`src/rtl/instr_issuer_if.sv`:
```
// Loader, run-control and instruction-stream signals between the harness/core and instr_issuer.
interface instr_issuer_if #(
    parameter int unsigned AW = 8,
    parameter int unsigned IW = 12
);
    localparam int unsigned CW = 16;

    logic          load_en;
    logic [AW-1:0] load_addr;
    logic [IW-1:0] load_data;
    logic          start;
    logic [AW-1:0] start_addr;
    logic [AW-1:0] end_addr;
    logic          redirect;
    logic [AW-1:0] redirect_addr;
    logic [IW-1:0] instr_out;
    logic          instr_valid;
    logic          instr_ready;
    logic [AW-1:0] pc;
    logic          busy;
    logic          done;
    logic [CW-1:0] issued_count;

    modport master (
        output load_en, load_addr, load_data, start, start_addr, end_addr,
               redirect, redirect_addr, instr_ready,
        input  instr_out, instr_valid, pc, busy, done, issued_count
    );

    modport slave (
        input  load_en, load_addr, load_data, start, start_addr, end_addr,
               redirect, redirect_addr, instr_ready,
        output instr_out, instr_valid, pc, busy, done, issued_count
    );
endinterface

```
`src/rtl/instr_issuer.sv`:
```
// Program store plus sequential instruction issue over valid/ready, with PC
// ownership and branch redirect from the core.
module instr_issuer #(
    parameter int unsigned AW = 8,
    parameter int unsigned IW = 12
) (
    input  logic           clk,
    input  logic           rst,
    instr_issuer_if.slave  bus
);
    localparam int unsigned DEPTH = 1 << AW;
    localparam int unsigned CW    = 16;

    typedef enum logic [1:0] {
        S_IDLE,
        S_FETCH,
        S_ISSUE,
        S_DONE
    } state_t;

    state_t        state_q, state_d;
    logic [AW-1:0] pc_q, pc_d;
    logic [AW-1:0] end_q, end_d;
    logic [CW-1:0] cnt_q, cnt_d;
    logic [IW-1:0] instr_q;
    logic          fetch_en;
    logic          mem_we;

    logic [IW-1:0] mem [DEPTH];

    always_ff @(posedge clk) begin
        if (rst) begin
            state_q <= S_IDLE;
            pc_q    <= '0;
            end_q   <= '0;
            cnt_q   <= '0;
        end else begin
            state_q <= state_d;
            pc_q    <= pc_d;
            end_q   <= end_d;
            cnt_q   <= cnt_d;
        end
    end

    // Redirect outranks the handshake: a same-cycle acceptance is dropped.
    always_comb begin
        state_d  = state_q;
        pc_d     = pc_q;
        end_d    = end_q;
        cnt_d    = cnt_q;
        fetch_en = 1'b0;
        mem_we   = bus.load_en && ((state_q == S_IDLE) || (state_q == S_DONE));
        case (state_q)
            S_IDLE: begin
                if (bus.start) begin
                    state_d = S_FETCH;
                    pc_d    = bus.start_addr;
                    end_d   = bus.end_addr;
                    cnt_d   = '0;
                end
            end
            S_FETCH: begin
                if (bus.redirect) begin
                    pc_d = bus.redirect_addr;
                end else begin
                    fetch_en = 1'b1;
                    state_d  = S_ISSUE;
                end
            end
            S_ISSUE: begin
                if (bus.redirect) begin
                    pc_d    = bus.redirect_addr;
                    state_d = S_FETCH;
                end else if (bus.instr_ready) begin
                    cnt_d = cnt_q + CW'(1);
                    if (pc_q == end_q) begin
                        state_d = S_DONE;
                    end else begin
                        pc_d    = pc_q + AW'(1);
                        state_d = S_FETCH;
                    end
                end
            end
            S_DONE: begin
                state_d = S_IDLE;
            end
            default: begin
                state_d = S_IDLE;
            end
        endcase
    end

    // Program memory survives reset.
    always_ff @(posedge clk) begin
        if (mem_we) begin
            mem[bus.load_addr] <= bus.load_data;
        end
    end

    always_ff @(posedge clk) begin
        if (rst) begin
            instr_q <= '0;
        end else if (fetch_en) begin
            instr_q <= mem[pc_q];
        end
    end

    assign bus.instr_out    = instr_q;
    assign bus.instr_valid  = (state_q == S_ISSUE);
    assign bus.busy         = (state_q == S_FETCH) || (state_q == S_ISSUE);
    assign bus.done         = (state_q == S_DONE);
    assign bus.pc           = pc_q;
    assign bus.issued_count = cnt_q;
endmodule

```
`src/flat_wrapper.sv`:
```
// flat-port wrapper written by rule: the top's interface ports become plain ports
module instr_issuer_flat 
#(
    parameter int unsigned AW = 8,
    parameter int unsigned IW = 12
)
  (clk, rst, bus_load_en, bus_load_addr, bus_load_data, bus_start, bus_start_addr, bus_end_addr, bus_redirect, bus_redirect_addr, bus_instr_ready, bus_instr_out, bus_instr_valid, bus_pc, bus_busy, bus_done, bus_issued_count);
  instr_issuer_if #(.AW(AW), .IW(IW)) bus_i ();
  input  logic clk;
  input  logic rst;
  input wire logic [$bits(bus_i.load_en)-1:0] bus_load_en;
  input wire logic [$bits(bus_i.load_addr)-1:0] bus_load_addr;
  input wire logic [$bits(bus_i.load_data)-1:0] bus_load_data;
  input wire logic [$bits(bus_i.start)-1:0] bus_start;
  input wire logic [$bits(bus_i.start_addr)-1:0] bus_start_addr;
  input wire logic [$bits(bus_i.end_addr)-1:0] bus_end_addr;
  input wire logic [$bits(bus_i.redirect)-1:0] bus_redirect;
  input wire logic [$bits(bus_i.redirect_addr)-1:0] bus_redirect_addr;
  input wire logic [$bits(bus_i.instr_ready)-1:0] bus_instr_ready;
  output wire logic [$bits(bus_i.instr_out)-1:0] bus_instr_out;
  output wire logic [$bits(bus_i.instr_valid)-1:0] bus_instr_valid;
  output wire logic [$bits(bus_i.pc)-1:0] bus_pc;
  output wire logic [$bits(bus_i.busy)-1:0] bus_busy;
  output wire logic [$bits(bus_i.done)-1:0] bus_done;
  output wire logic [$bits(bus_i.issued_count)-1:0] bus_issued_count;
  assign bus_i.load_en = bus_load_en;
  assign bus_i.load_addr = bus_load_addr;
  assign bus_i.load_data = bus_load_data;
  assign bus_i.start = bus_start;
  assign bus_i.start_addr = bus_start_addr;
  assign bus_i.end_addr = bus_end_addr;
  assign bus_i.redirect = bus_redirect;
  assign bus_i.redirect_addr = bus_redirect_addr;
  assign bus_i.instr_ready = bus_instr_ready;
  assign bus_instr_out = bus_i.instr_out;
  assign bus_instr_valid = bus_i.instr_valid;
  assign bus_pc = bus_i.pc;
  assign bus_busy = bus_i.busy;
  assign bus_done = bus_i.done;
  assign bus_issued_count = bus_i.issued_count;
  instr_issuer #(.AW(AW), .IW(IW)) u_core (.clk(clk), .rst(rst), .bus(bus_i));
endmodule
```
`config.mk`:
```
export PLATFORM = sky130hd
export DESIGN_NAME = instr_issuer_flat
export DESIGN_NICKNAME = d
export VERILOG_FILES = /design/src/rtl/instr_issuer_if.sv /design/src/rtl/instr_issuer.sv /design/src/flat_wrapper.sv
export SDC_FILE = /design/constraint.sdc
export NUM_CORES = 2
export LEC_CHECK = 0
export CAP_MARGIN = 10
export CORE_UTILIZATION = 55
export CTS_BUF_LIST = sky130_fd_sc_hd__clkbuf_8
export DETAILED_ROUTE_END_ITERATION = 12
export PLACE_DENSITY = 0.71
export SYNTH_ARGS = -nofsm -noshare
export SYNTH_HDL_FRONTEND = slang
export SYNTH_SLANG_ARGS = --single-unit
export TNS_END_PERCENT = 100
```
`constraint.sdc`:
```
create_clock -name clk -period 7.9 [get_ports clk]
set_input_delay 1.185 -clock clk [delete_from_list [all_inputs] [get_ports clk]]
set_output_delay 1.185 -clock clk [all_outputs]
set_load 0.005 [all_outputs]
```
Yosys cells after proc, flatten, opt, wreduce, memory -nomap -nowiden
Memory sizes are Yosys's and may differ from the RTL's. A register that Yosys moved wholly into a read port is not among the register bits.
Index checks and enable logic that the tools add are counted.
{"block": "word_totals", "regBits": 34, "latch_bits": 0, "mem_bits_rw": 3072, "mem_bits_ro": 0, "input_bits": 50, "word_cells": 48, "mem_count": 1}
{"block": "classes", "add_sub_neg": 2, "n_mul": 0, "div_mod_pow": 0, "order_cmp": 0, "eq_ne": 11, "n_shift": 0, "muxes": 20, "n_bitwise": 0, "reduce_logical": 10}
{"name": "u_core.mem", "words": 256, "width": 12, "read_ports": 1, "rd_clocked_by_memory_dff": 1, "wr": 1, "line_no": "instr_issuer.sv:29", "text": "logic [IW-1:0] mem [DEPTH];"}
{"op": "$mux 16", "count": 3}
{"op": "$mux 8", "count": 5}
{"op": "$pmux 16 s2", "count": 1}
{"op": "$pmux 8 s3", "count": 1}
{"op": "$add 16x1->16 const B", "count": 1}
{"op": "$mux 2", "count": 5}
{"op": "$ne 2x2->1 const B", "count": 5}
{"op": "$add 8x1->8 const B", "count": 1}
{"op": "$eq 8x8->1", "count": 1}
{"op": "$pmux 2 s4", "count": 1}
{"op": "$ne 3x3->1 const B", "count": 2}
{"op": "$reduce_and 5->1", "count": 1}
{"op": "$eq 2x2->1 const B", "count": 2}
{"op": "$mux 1", "count": 4}
{"op": "$reduce_and 4->1", "count": 1}
{"op": "$reduce_and 3->1", "count": 1}
{"op": "$reduce_bool 3->1", "count": 1}
{"op": "$eq 2x1->1 const B", "count": 1}
{"op": "$logic_not 2->1", "count": 1}
{"op": "$logic_or 1x1->1", "count": 2}
{"op": "$reduce_and 2->1", "count": 1}
{"op": "$reduce_bool 2->1", "count": 1}
{"op": "$logic_and 1x1->1", "count": 1}

Longest topological paths before layout
{"block": "depth", "ltp_word": 5, "mapped_depth": 12, "ltp_nobuf": 9}

Worst setup path after synthesis
No wires, ideal clock.
{"block": "synth_path", "kind": "input to register", "from": "input port bus_load_en", "to": "memory u_core.mem[234][0] (enable)", "arrival_time_ps": 2811, "t_required_ps": 7520, "slack_ps": 4708, "stages": 6, "path_cell_list": "nor2b_1 clkbuf_1 buf_1 nand3_1 clkbuf_1 nor2_1"}
{"block": "synth_via", "elab_chain_cells": 3}
{"item": "from (decl)", "line_no": "flat_wrapper.sv:11", "text": "input wire logic [$bits(bus_i.load_en)-1:0] bus_load_en;"}
{"item": "$logic_and 1x1->1", "line_no": "instr_issuer.sv:52", "text": "mem_we = bus.load_en && ((state_q == S_IDLE) || (state_q == S_DONE));"}
{"item": "$mux 1", "line_no": "instr_issuer.sv:95", "text": "if (mem_we) begin"}
{"item": "$mux 1 (implied by the code)", "line_no": "instr_issuer.sv:96", "text": "mem[bus.load_addr] <= bus.load_data;"}
{"item": "to (decl)", "line_no": "instr_issuer.sv:29"}
Every way passes these cells.

==> results.sh <==
export IMPL_synth_top_area_share=0.764
export IMPL_vias_per_cell=6.71
export IMPL_seqPwrFrac=0.447
export IMPL_first_iter_violations=9415
export IMPL_preCtsSetupSlack_ns=2.53
export IMPL_ir_worst_vdd_uv=374
export IMPL_status="finished clean"
export IMPL_slowest_stage="and2_2"
export IMPL_grt_pass1_wl_um=456000
export IMPL_tightest_slew_ns=1.42
export IMPL_synth_warnings=0
export IMPL_utilization=0.616
export IMPL_drive_above_1_share=0.244
export IMPL_met3_usage=0.0765
export IMPL_post_cts_buffers=0
export IMPL_worst_path_max_fanout=42
export IMPL_final_max_slew_viol_count=0
export IMPL_syn_nets=5721
export IMPL_synthArstFlopShare=0
export IMPL_fin_skew_ns=0.136
export IMPL_total_power_mw=41.5
export IMPL_switching_power_mw=12.6
export IMPL_yosys_area_top_type="edfxtp_1"
export IMPL_grt_met1_usage=0.411
export IMPL_critPathRequiredTime_ns=8.88
export IMPL_io_buffers=88
export IMPL_crit_family="compound AO/OA/AOI/OAI gates"
export IMPL_clock_sinks=3118
export IMPL_slew_headroom=0.0487
export IMPL_cp_num_buf_inv=1
export IMPL_clk_pin_slew_ns=0.06
export IMPL_cap_violations=0
export IMPL_cts_root_buffer="clkbuf_8"
export IMPL_drc=0
export IMPL_rsz0062_at_grt="false"
export IMPL_cp_start_kind="register"
export IMPL_placementRows=171
export IMPL_synth_edf_count=3072
export IMPL_cts_hold_buf=0
export IMPL_synthTopCellsByArea="edfxtp_1, mux4_2, mux2i_1"
export IMPL_io_pins=89
export IMPL_num_vias=62700
export IMPL_synth_seq_area_share=0.772
export IMPL_antenna_found_initial=26
export IMPL_clock_fmax_mhz=216
export IMPL_routedWlPerCell_um=34.9
export IMPL_grt_max_degree=181
export IMPL_ant_nets=0
export IMPL_ys_ff_latch=3118
export IMPL_avgSynthCellArea_sq_um=21.3
export IMPL_grt_use_met2=0.441
export IMPL_p_per_area_nw_per_um2=309
export IMPL_insertion_delay_ns=1.14
export IMPL_cp_arrival_ns=5.61
export IMPL_comb_power_share=0.253
export IMPL_synth_main_ff_cell="edfxtp_1"
export IMPL_cp_cell_sequence="buf_4, and2_2, a221oi_1, a21oi_1, o21ai_0, o311a_1, a2111oi_0, o32ai_1"
export IMPL_numCtsBuffers=479
export IMPL_nFillCells=14600
export IMPL_setup_viol=0
export IMPL_ctsResizeCount=0
export IMPL_tns_ns=0
export IMPL_switching_share=0.303
export IMPL_setup_ws_ns=3.27
export IMPL_grt_ovfl_total=0
export IMPL_syn_inst=5665
export IMPL_setup_worst_path_end_class="register"
export IMPL_p_int_mw=28.9
export IMPL_dp_hpwl_um=193000
export IMPL_crit_path_max_incr_delay_ns=0.93
export IMPL_fin_crit_sh=0.586
export IMPL_fin_crit_ns=4.63
export IMPL_cts_tree="built"
export IMPL_grtUsageTotal=0.294
export IMPL_die_area_sq_um=221000
export IMPL_area_growth_pct=11.1
export IMPL_initial_core_util=0.555
export IMPL_leakage_nw=41.4
export IMPL_crit_type="reg2reg"
export IMPL_die_x_um=470
export IMPL_clockPowerShare=0.301
export IMPL_fp_coreArea_sq_um=218000
export IMPL_h_tree_depth=5
export IMPL_busiest_layer="met2"
export IMPL_first_pass_iters=6
export IMPL_synth_cell_area_sq_um=121000
export IMPL_routed_wl_um=326000
export IMPL_dieHeight_um=470
export IMPL_grt_pass1_vias=61200
export IMPL_routabilityCongestion=0.914
export IMPL_synth_distinct_cells=74
export IMPL_hold_viol_final=0
export IMPL_hold_path_class="reg2reg"
export IMPL_clockBufferDepth=4
export IMPL_nNetsFinal=6173
[power groups by stage]
stage | Sequential, mW | Clock [mW] | Combinational (mW)
6_report | 18.5 | 12.5 | 10.5
5_1_grt | 18.5 | 13.2 | 10.8
2_1_floorplan | 18.6 | 0 | 6.98
3_3_place_gp | 18.9 | 0 | 10.3
4_1_cts | 18.5 | 12.6 | 10.4
3_5_place_dp | 18.9 | 0 | 10.3
[layout make-up]
| class | count | area [sq um] | share of cell area |
|---|---|---|---|
| Antenna cell | 16 | 40.0 | 0.000298 |
| Clock buffer | 496 | 6830 | 0.0509 |
| Clock inverter | 351 | 1910 | 0.0143 |
| Inverter | 11 | 47.5 | 0.000354 |
| Multi-Input combinational cell | 2198 | 25600 | 0.191 |
| Sequential cell | 3118 | 93200 | 0.695 |
| Tap cell | 2854 | 3570 | 0.0266 |
| Timing Repair Buffer | 309 | 2930 | 0.0219 |
[registers in the layout (all words and copies together) (netlist names)]
| signal | count |
|---|---|
| u_core.mem | 3072 |
| u_core.bus.issued_count | 16 |
| u_core.bus.instr_out | 12 |
| u_core.bus.pc | 8 |
| u_core.end_q | 8 |
| u_core.state_q | 2 |
[layer usage]
metal | vias to the layer above | wire [um] | share of wire
li1 | 24800 | - | -
met4 | 20 | 14200 | 0.044
met1 | 32600 | 121000 | 0.37
met3 | 750 | 40000 | 0.12
met5 | - | 145 | 0.00044
met2 | 4498 | 151000 | 0.46
[worst register-to-register path: stages, from the launching register on]
cell and delay (ns):
dfxtp_4 0.73, buf_4 0.67, and2_2 0.96, a221oi_1 0.28
a21oi_1 0.25, o21ai_0 0.33, o311a_1 0.32, a2111oi_0 0.81
o32ai_1 0.16
[final timing paths]
check / endpoint / startpoint / slack, ns / cells after the start
setup reg to reg: u_core.bus.instr_out[8]$_SDFFE_PP0P_ / u_core.bus.pc[1]$_SDFFE_PP0P_ / 3.27 / 8
setup / recovery: u_core.bus.instr_out[8]$_SDFFE_PP0P_ / u_core.bus.pc[1]$_SDFFE_PP0P_ / 3.27 / 8
hold reg to reg: u_core.end_q[7]$_SDFFE_PP0P_ / u_core.end_q[7]$_SDFFE_PP0P_ / 0.47 / 2
hold / removal: u_core.end_q[7]$_SDFFE_PP0P_ / u_core.end_q[7]$_SDFFE_PP0P_ / 0.47 / 2
[cells in the final DEF, fill, tap and decap left out, types with 11 or more instances in the layout]
| cell type | count |
|---|---|
| bufinv_16 | 17 |
| o21ai_0 | 53 |
| xor2_1 | 13 |
| a221oi_1 | 64 |
| nand4_1 | 17 |
| clkinv_2 | 66 |
| buf_12 | 24 |
| nand3_1 | 62 |
| nor2b_1 | 26 |
| nor2_1 | 329 |
| a211oi_1 | 31 |
| a31oi_1 | 17 |
| a22o_1 | 34 |
| clkinv_1 | 115 |
| diode_2 | 16 |
| mux2i_1 | 196 |
| a22oi_1 | 79 |
| dfxtp_1 | 39 |
| o221ai_1 | 23 |
| inv_1 | 150 |
| edfxtp_1 | 3072 |
| a21oi_1 | 122 |
| o22ai_1 | 38 |
| mux4_2 | 718 |
| clkbuf_8 | 508 |
| or3_1 | 13 |
| nand2_1 | 158 |
| buf_4 | 186 |
| nor3_1 | 18 |
| xnor2_1 | 11 |
| o211ai_1 | 14 |
| clkdlybuf4s50_1 | 75 |
[through the flow]
stage	hold WS (ns)	cell area (sq um)	cells
5_1_grt	0.492	134000	9340
2_1_floorplan	0.448	121000	5665
3_3_place_gp	0.455	125000	8469
6_report	0.466	134000	9353
4_1_cts	0.467	134000	9322
3_5_place_dp	0.459	125000	8475
[cells in the mapped netlist, types with 8 or more instances]
cell type	n
mux2_2	8
o22ai_1	38
nand2_1	158
a21oi_1	122
buf_1	24
or3_1	13
a31oi_1	17
nor4_1	10
xnor2_1	11
a311oi_1	10
nor2_1	335
nor2b_1	30
a22oi_1	79
buf_4	30
a211oi_1	31
nor3_1	18
nand3_1	62
xor2_1	13
a22o_1	34
o211ai_1	14
a221oi_1	64
o221ai_1	23
mux4_2	718
clkbuf_1	136
o21ai_0	53
o32ai_1	8
buf_6	44
buf_2	96
nand4_1	17
edfxtp_1	3072
mux2i_1	196
dfxtp_1	46
[kinds of logic (layout without fill, tap and decap cells)]
logic type      count (synthesis)  count (layout)  synth area share
flops                        3118            3118             0.772
mux                           926             926             0.152
simple gates                  672             672            0.0239
compound gates                570             570            0.0337
buf+inv                       349            1167            0.0163
xor+xnor                       24              24           0.00174
fa+ha+maj                       6               6          0.000622
other cells                     0              16                 0
(Power assumes the default switching activity.)
